### config.mk
export PLATFORM = sky130hd
export DESIGN_NAME = binary_add_arbiter
export DESIGN_NICKNAME = d
export VERILOG_FILES = /design/src/rtl/binary_add_pkg.sv /design/src/rtl/rr_arbiter.sv /design/src/rtl/binary_add_arbiter.sv
export SDC_FILE = /design/constraint.sdc
export NUM_CORES = 1
export LEC_CHECK = 0
export BUFFER_PORTS_ARGS = -buffer_cell sky130_fd_sc_hd__buf_2
export CAP_MARGIN = 20
export CORE_MARGIN = 2
export CORE_UTILIZATION = 45
export DETAILED_ROUTE_END_ITERATION = 6
export PLACE_DENSITY = 0.86
export SLEW_MARGIN = 20
export SYNTH_ARGS = -nofsm -noshare
export SYNTH_HDL_FRONTEND = slang
export SYNTH_SLANG_ARGS = --single-unit
### constraint.sdc
create_clock -name clk -period 4.1 [get_ports clk]
set_clock_uncertainty 0.2 [all_clocks]
set_input_delay 0.41 -clock clk [delete_from_list [all_inputs] [get_ports clk]]
set_output_delay 0.41 -clock clk [all_outputs]
set_load 0.02 [all_outputs]
### src/rtl/binary_add_pkg.sv
// rtl/binary_add_pkg.sv - shared width and FSM state type for the adder arbiter
package binary_add_pkg;

    localparam int ADD_WIDTH = 9;

    typedef enum logic [1:0] {
        IDLE    = 2'd0,
        ISSUE   = 2'd1,
        CAPTURE = 2'd2,
        RESP    = 2'd3
    } state_t;

endpackage

### src/rtl/rr_arbiter.sv
// rtl/rr_arbiter.sv - combinational round-robin pick: first request at or after ptr, with wrap
module rr_arbiter #(
    parameter int N = 4,
    localparam int IW = (N > 1) ? $clog2(N) : 1
) (
    input  logic [N-1:0]  req,
    input  logic [IW-1:0] ptr,
    output logic [N-1:0]  grant,
    output logic [IW-1:0] grant_idx
);

    int   idx;
    logic found;

    always_comb begin
        grant     = '0;
        grant_idx = '0;
        found     = 1'b0;
        idx       = 0;
        for (int i = 0; i < N; i++) begin
            idx = int'(ptr) + i;
            if (idx >= N) begin
                idx = idx - N;
            end
            if (!found && req[idx]) begin
                found      = 1'b1;
                grant[idx] = 1'b1;
                grant_idx  = IW'(idx);
            end
        end
    end

endmodule

### src/rtl/binary_add_arbiter.sv
// rtl/binary_add_arbiter.sv - round-robin sharing of one registered external adder among N_REQ requesters
module binary_add_arbiter
    import binary_add_pkg::*;
#(
    parameter int N_REQ = 4,
    parameter int WIDTH = ADD_WIDTH
) (
    input  logic                   clk,
    input  logic                   rst_n,
    input  logic [N_REQ-1:0]       req_valid,
    output logic [N_REQ-1:0]       req_ready,
    input  logic [N_REQ*WIDTH-1:0] req_a,
    input  logic [N_REQ*WIDTH-1:0] req_b,
    output logic [N_REQ-1:0]       rsp_valid,
    input  logic [N_REQ-1:0]       rsp_ready,
    output logic [WIDTH-1:0]       rsp_s,
    output logic                   add_en,
    output logic [WIDTH-1:0]       add_a,
    output logic [WIDTH-1:0]       add_b,
    input  logic [WIDTH-1:0]       add_s
);

    localparam int IW = $clog2(N_REQ);

    state_t             state_q, state_d;
    logic [IW-1:0]      rr_ptr_q, rr_ptr_d;
    logic [IW-1:0]      grant_id_q, grant_id_d;
    logic [WIDTH-1:0]   op_a_q, op_a_d;
    logic [WIDTH-1:0]   op_b_q, op_b_d;
    logic [WIDTH-1:0]   rsp_s_q, rsp_s_d;
    logic [N_REQ-1:0]   rsp_valid_q, rsp_valid_d;

    logic [N_REQ-1:0]   arb_grant;
    logic [IW-1:0]      arb_idx;

    rr_arbiter #(.N(N_REQ)) u_rr_arbiter (
        .req       (req_valid),
        .ptr       (rr_ptr_q),
        .grant     (arb_grant),
        .grant_idx (arb_idx)
    );

    always_comb begin
        state_d     = state_q;
        rr_ptr_d    = rr_ptr_q;
        grant_id_d  = grant_id_q;
        op_a_d      = op_a_q;
        op_b_d      = op_b_q;
        rsp_s_d     = rsp_s_q;
        rsp_valid_d = rsp_valid_q;
        req_ready   = '0;
        add_en      = 1'b0;
        case (state_q)
            IDLE: begin
                // Grants are withheld while reset is held so nothing is offered mid-reset.
                if (rst_n) begin
                    req_ready = arb_grant;
                    if (|arb_grant) begin
                        op_a_d     = req_a[arb_idx*WIDTH +: WIDTH];
                        op_b_d     = req_b[arb_idx*WIDTH +: WIDTH];
                        grant_id_d = arb_idx;
                        rr_ptr_d   = (arb_idx == IW'(N_REQ - 1)) ? '0 : arb_idx + 1'b1;
                        state_d    = ISSUE;
                    end
                end
            end
            ISSUE: begin
                add_en  = 1'b1;
                state_d = CAPTURE;
            end
            CAPTURE: begin
                rsp_s_d     = add_s;
                rsp_valid_d = N_REQ'(1) << grant_id_q;
                state_d     = RESP;
            end
            RESP: begin
                if (rsp_ready[grant_id_q]) begin
                    rsp_valid_d = '0;
                    state_d     = IDLE;
                end
            end
            default: state_d = IDLE;
        endcase
    end

    always_ff @(posedge clk or negedge rst_n) begin
        if (!rst_n) begin
            state_q     <= IDLE;
            rr_ptr_q    <= '0;
            grant_id_q  <= '0;
            op_a_q      <= '0;
            op_b_q      <= '0;
            rsp_s_q     <= '0;
            rsp_valid_q <= '0;
        end else begin
            state_q     <= state_d;
            rr_ptr_q    <= rr_ptr_d;
            grant_id_q  <= grant_id_d;
            op_a_q      <= op_a_d;
            op_b_q      <= op_b_d;
            rsp_s_q     <= rsp_s_d;
            rsp_valid_q <= rsp_valid_d;
        end
    end

    assign add_a     = op_a_q;
    assign add_b     = op_b_q;
    assign rsp_s     = rsp_s_q;
    assign rsp_valid = rsp_valid_q;

endmodule

==> results.yml, run 1 <==
status:
  status: "complete, no violations"
placed_design:
  portBuffers: 126
  place_hpwl_mm: 5.294
  gp_congestion: 0.8347
  dp_cells: 440
timing:
  worst_pin_slew_ns: 0.9327
  tns_ns: 0
  fmax_mhz: 267.0
  rsz0062_at_grt: "false"
  hold_viol: 0
  whs_ns: 0.1478
  worst_slew_margin_rel: 0.3782
  setup_viol: 0
  post-route-period-util: 0.9135
  fin_crit_ns: 3.746
  drv_slew: 0
cells_and_area:
  area_growth_pct: 29.67
  final_util: 0.6067
  n_fill_cell: 483
  nets: 474
  instances_no_fill: 449
  multi_input_area_um2: 1737
  layout_common_cells: "buf_2, mux2i_1, dfrtp_1"
  diodes: 0
  drive_above_1_share: 0.4733
  seq_area_um2: 925.9
  final_common_cell: "buf_2"
routing:
  drt-pass1-iter-count: 4
  avgViaCountPerCell: 5.301
  antenna_left: 0
  drt-total-wl_mm: 6.727
  drc: 0
  wl_per_cell_um: 14.98
  vias: 2380
  drtIter0Drc: 131
synthesis:
  synthDistinctLibCells: 38
  synth_top_flop_cell: "dfrtp_1"
  yosysWarnings: 0
  ys_seq_area_frac: 0.3342
  ys_ff_latch: 37
  syn_area_per_cell_um2: 11.26
  synth_area_um2: 2770
  async_flop_share: 1.000
  synth-xor-area-share: 0.003162
  synthMuxAreaShare: 0.3875
  yosysTopAreaCell: "dfrtp_1"
  synth_compound_area_frac: 0.1084
  synth_fp_nets: 347
  yosys.area_share.simple: 0.07949
  synth-adder-area-share: 0.04517
  synth_area_leaders: "dfrtp_1, mux2i_1, mux2_4"
  synth_top_family_by_area: "multiplexers"
  synth_edf_count: 0
  synth_cells: 246
  synth_top_area_share: 0.3342
grt:
  antenna_found_initial: 0
  first_global_vias: 2227
  grt_pass1_wl_mm: 10.13
  grt_overflow: 0
  grt_use_total: 0.1949
  grt_start_max_net_pins: 41
power:
  max-vdd-ir-drop_uv: 433.6
  clkPwrFrac: 0.108
  power_frac_seq: 0.238
  swShare: 0.4403
  p_leak_nw: 1.860
  power_mw: 2.930
  intPower_mw: 1.640
  p_sw_mw: 1.290
  pwr-share-comb: 0.654
  cellPowerDensity_nw_per_um2: 815.7
worst_setup_path:
  reg2reg_depth: 10
  endpoint_kind: "register"
  reg2reg_from: "rr_ptr_q[1]"
  r2r-end: "add_a[8]"
  crit_start: "rr_ptr_q[1]"
  r2r_slack_ns: 0.35
  crit_fanout: 13
  required_ns: 4.08
  setup.worst_path.class: "reg2reg"
  worstPathArrival_ns: 3.72
  start_kind: "register"
clocking:
  cts_root_buf: "clkbuf_8"
  cts_made_buffers: 5
  cts_tree: "built"
  postCtsSetupRepairBufs: 0
  cts_max_level: 2
  clk_pin_slew_worst_paths_ns: 0.08
  cts_sinks: 37
  clockBufferDepth: 2
  clk-insertion-delay-late_ns: 0.29
hold_path:
  hold_depth: 2
  whs_endpoint: "rsp_s[3]"
  hp-class: "in2reg"
  min_from: "add_s[3]"
die:
  initial_core_util: 0.4679
  die_area_um2: 6800
  die_x_um: 82.46
  die-height_um: 82.46
  design.portCount: 127
  fp-row-count: 28
  core_area_um2: 5921
run:
  drv_cap: 0
sequential cells by signal, indices dropped and copies added, names as in the netlist, named ones only:
signal / cells
state_q: 2
add_a: 9
rsp_valid: 4
grant_id_q: 2
add_b: 9
rsp_s: 9
rr_ptr_q: 1
cell type report:
class / count / area share
inverters: 6 / 0.006270
repair buffers: 133 / 0.1944
clock inverters: 3 / 0.01289
flip-flops and latches: 37 / 0.2577
clock buffers: 5 / 0.01916
well taps: 75 / 0.02612
multi-input cells: 190 / 0.4835
synthesized netlist by cell type (4+ instances only):
cell type	count
mux2i_1	59
dfrtp_1	37
mux2_4	15
nand2_1	15
mux2_2	11
ha_1	10
nand2b_1	9
o22ai_1	8
a211oi_1	5
and2_1	5
buf_4	5
inv_1	5
mux2_1	5
mux2i_2	4
nand3_1	4
nor2_1	4
o2bb2ai_1	4
cells by family after synthesis:
logic type,after synthesis
flops,37
fa+ha+maj,10
mux,95
xor+xnor,1
compound gates,41
buf+inv,19
simple gates,43
worst max-delay path by stage:
stage | end | slack [ns] | cells after the start
floorplan | add_a[8] | 0.96 | 12
global placement | add_b[3] | 0.55 | 10
detailed placement | add_b[3] | 0.40 | 10
CTS | add_b[3] | 0.37 | 10
global route | add_b[7] | 0.13 | 10
finish | add_a[8] | 0.35 | 10
power groups by stage:
| stage | registers, mW | clock network, mW | logic (mW) |
|---|---|---|---|
| final | 0.696 | 0.317 | 1.92 |
| after global routing | 0.724 | 0.341 | 2.07 |
| after CTS | 0.698 | 0.325 | 1.92 |
| after detailed placement | 0.696 | 0 | 1.92 |
| after global placement | 0.693 | 0 | 1.86 |
| after floorplan | 0.847 | 0 | 1.31 |
timing repair:
action	CTS	global route
endpoints found under the hold margin	13	0
resized for setup	0	0
hold buffers	1	0
per-stage QoR:
| stage | area (um2) | setup slack (ns) |
|---|---|---|
| CTS | 3592 | 0.3730 |
| global route | 3592 | 0.1342 |
| floorplan | 2770 | 0.9578 |
| finish | 3592 | 0.3545 |
| global placement | 3467 | 0.5467 |
| detailed placement | 3467 | 0.3998 |
worst max-delay path, stage by stage, from the launching register on:
cell and delay, ns:
dfrtp_1 0.61, inv_1 0.19, ha_1 0.46, mux2i_2 0.43
mux2i_1 0.18, a211oi_2 0.38, nand2b_1 0.13, o221ai_2 0.33
buf_4 0.32, mux2i_1 0.09, mux2_1 0.30
layer usage:
layer	GRT usage	share of wire	vias up
met5	0	0	-
met1	0.2286	0.39	1085
met2	0.3460	0.52	119
met3	0.05435	0.075	10
met4	0.05500	0.014	0
li1	-	-	1166
Power figures use the tool's default switching activity.
==> run 2: changes to the inputs <==
--- a/config.mk
+++ b/config.mk
@@ -5,6 +5,7 @@
 export SDC_FILE = /design/constraint.sdc
 export NUM_CORES = 1
 export LEC_CHECK = 0
+export ABC_AREA = 1
 export BUFFER_PORTS_ARGS = -buffer_cell sky130_fd_sc_hd__buf_2
 export CAP_MARGIN = 20
 export CORE_MARGIN = 2
==> results.yml, run 2 <==
die:
  fp-row-count: 28
  design.portCount: 127
  initial_core_util: 0.4693
  die_area_um2: 6896
  core_area_um2: 5991
  die_x_um: 83.04
  die-height_um: 83.04
worst_setup_path:
  critPathMaxStageDelay_ns: 0.59
  required_ns: 4.13
  cp_common_cell: "nand2_1"
  setup.worst_path.class: "reg2reg"
  reg2reg_depth: 16
  crit_slowest_cell: "nand2_2"
  start_kind: "register"
  worstPathArrival_ns: 3.39
  r2r-end: "add_a[3]"
  path_cells: "inv_2, ha_1, inv_1, nand2_1, nand2_2, nor2_8, nand2_4, nor2_4, nand2_4, nand2_2, nand2_1, nand2_1, nand2_1, nand2_1, nand2_1, nand2_1"
  endpoint_kind: "register"
  r2r_slack_ns: 0.74
  crit_fanout: 38
routing:
  vias: 3172
  wl_per_cell_um: 11.65
  drt-pass1-iter-count: 4
  avgViaCountPerCell: 4.925
  drtIter0Drc: 113
  drc: 0
  drt-total-wl_mm: 7.503
  antenna_left: 0
synthesis:
  ys_seq_area_frac: 0.3293
  yosysWarnings: 0
  synth_commonest_cells: "nand2_1, nand3_1, dfrtp_1"
  synth_area_um2: 2811
  synth_top_flop_cell: "dfrtp_1"
  synthDistinctLibCells: 23
  synth_top_area_share: 0.3471
  ys_ff_latch: 37
  syn_area_per_cell_um2: 6.234
  synth_fp_nets: 552
  synth_area_leaders: "nand2_1, dfrtp_1, nand3_1"
  synth_edf_count: 0
  async_flop_share: 1.000
  synth_cells: 451
  yosysTopAreaCell: "nand2_1"
  synth.most_common_cell: "nand2_1"
timing:
  setup_viol: 0
  worst_slew_margin_rel: 0.3947
  fmax_mhz: 297.3
  tns_ns: 0
  drv_slew: 0
  whs_ns: 0.1183
  fin_crit_ns: 3.364
  worst_pin_slew_ns: 0.9079
  post-route-period-util: 0.8205
  hold_viol: 0
  rsz0062_at_grt: "false"
cells_and_area:
  diodes: 0
  nets: 669
  n_fill_cell: 593
  final_area_um2: 3556
  layout_common_cells: "nand2_1, buf_2, nand3_1"
  instances_no_fill: 644
  final_common_cell: "nand2_1"
  drive_above_1_share: 0.2654
  seq_area_um2: 925.9
  area_growth_pct: 26.48
  multi_input_area_um2: 1652
  final_util: 0.5936
clocking:
  cts_resized: 0
  cts_max_level: 2
  cts_made_buffers: 5
  clk-insertion-delay-late_ns: 0.29
  clk_pin_slew_worst_paths_ns: 0.08
  cts_sinks: 37
  cts_tree: "built"
  clockBufferDepth: 2
  cts_root_buf: "clkbuf_8"
  postCtsSetupRepairBufs: 0
grt:
  antenna_found_initial: 0
  grt_pass1_wl_mm: 12.91
  grt_overflow: 0
  first_global_vias: 2954
  grt_start_max_net_pins: 40
  grt_use_total: 0.2211
hold_path:
  hp-class: "in2reg"
  whs_endpoint: "rsp_s[2]"
  hold_depth: 3
  min_from: "add_s[2]"
status:
  status: "complete, no violations"
placed_design:
  portBuffers: 126
  dp_cells: 635
  dpl_cell_area_um2: 3433
  place_hpwl_mm: 5.651
  gp_congestion: 0.8259
run:
  drv_cap: 0
power:
  max-vdd-ir-drop_uv: 378.1
  p_leak_nw: 2.271
  cellPowerDensity_nw_per_um2: 947.2
[run 2: changes by cell type after synthesis, moves of 5 or more]
cell and change:
nand2_1 +245, mux2i_1 -59, nand3_1 +48, inv_1 +23, mux2_4 -15, mux2_2 -11, nand2b_1 -9, nand4_1 +9
o22ai_1 -8, a211oi_1 -5, and2_1 -5, mux2_1 -5
[run 2: worst max-delay path by stage]
stage / from / to / slack, ns / cells after the start
CTS: register / add_a[3] / 0.74 / 16
global placement: register / add_b[8] / 0.91 / 14
finish: register / add_a[3] / 0.74 / 16
floorplan: register / add_a[1] / 1.63 / 16
detailed placement: register / add_a[3] / 0.74 / 16
global route: register / add_b[8] / 0.40 / 16
[run 2: cell families (layout without fill, tap and decap cells)]
family | after synthesis | count (layout) | synth area share
fa+ha+maj | 10 | 10 | 0.04450
buf+inv | 50 | 168 | 0.08455
xor+xnor | 1 | 1 | 0.003116
compound gates | 17 | 17 | 0.03427
simple gates | 336 | 336 | 0.5042
flops | 37 | 37 | 0.3293
[run 2: where the power goes]
| part | switching (mW) | leakage, nW | total (mW) | internal, mW |
|---|---|---|---|---|
| registers | 0.116 | 0.468 | 0.651 | 0.535 |
| logic | 1.64 | 1.74 | 2.40 | 0.760 |
| clock network | 0.135 | 0.0585 | 0.317 | 0.182 |
[run 2: metal layers]
metal | vias to the layer above | global-route usage | share of wire
li1 | 1638 | - | -
met1 | 1402 | 0.2656 | 0.41
met2 | 125 | 0.4113 | 0.52
met3 | 7 | 0.03777 | 0.058
met4 | 0 | 0.04769 | 0.0087
met5 | - | 0 | 0
[run 2: layout make-up]
| type | count | share of cell area |
|---|---|---|
| flip-flops and latches | 37 | 0.2604 |
| well taps | 75 | 0.02639 |
| inverters | 31 | 0.03272 |
| clock buffers | 5 | 0.01935 |
| clock inverters | 3 | 0.01232 |
| multi-input cells | 364 | 0.4645 |
| repair buffers | 129 | 0.1844 |
[run 2: worst max-delay path, delay by kind of cell, from the launching register on]
kind                       cells  cell delay (ns)
buffers and inverters          2             0.28
and+or+nand+nor               13             1.89
DFF                            1             0.52
adders and majority gates      1             0.41
[run 2: metrics by stage]
stage,worst slack (ns),power [mW]
2_1_floorplan,1.629,2.622
3_3_place_gp,0.9104,2.980
3_5_place_dp,0.7413,3.052
4_1_cts,0.7415,3.383
5_1_grt,0.4049,3.759
6_report,0.7361,3.368
[run 2: repair_timing]
action	4_1_cts	5_1_grt
endpoints found under the hold margin	37	0
endpoints found under the setup margin	0	0
hold buffers	1	0
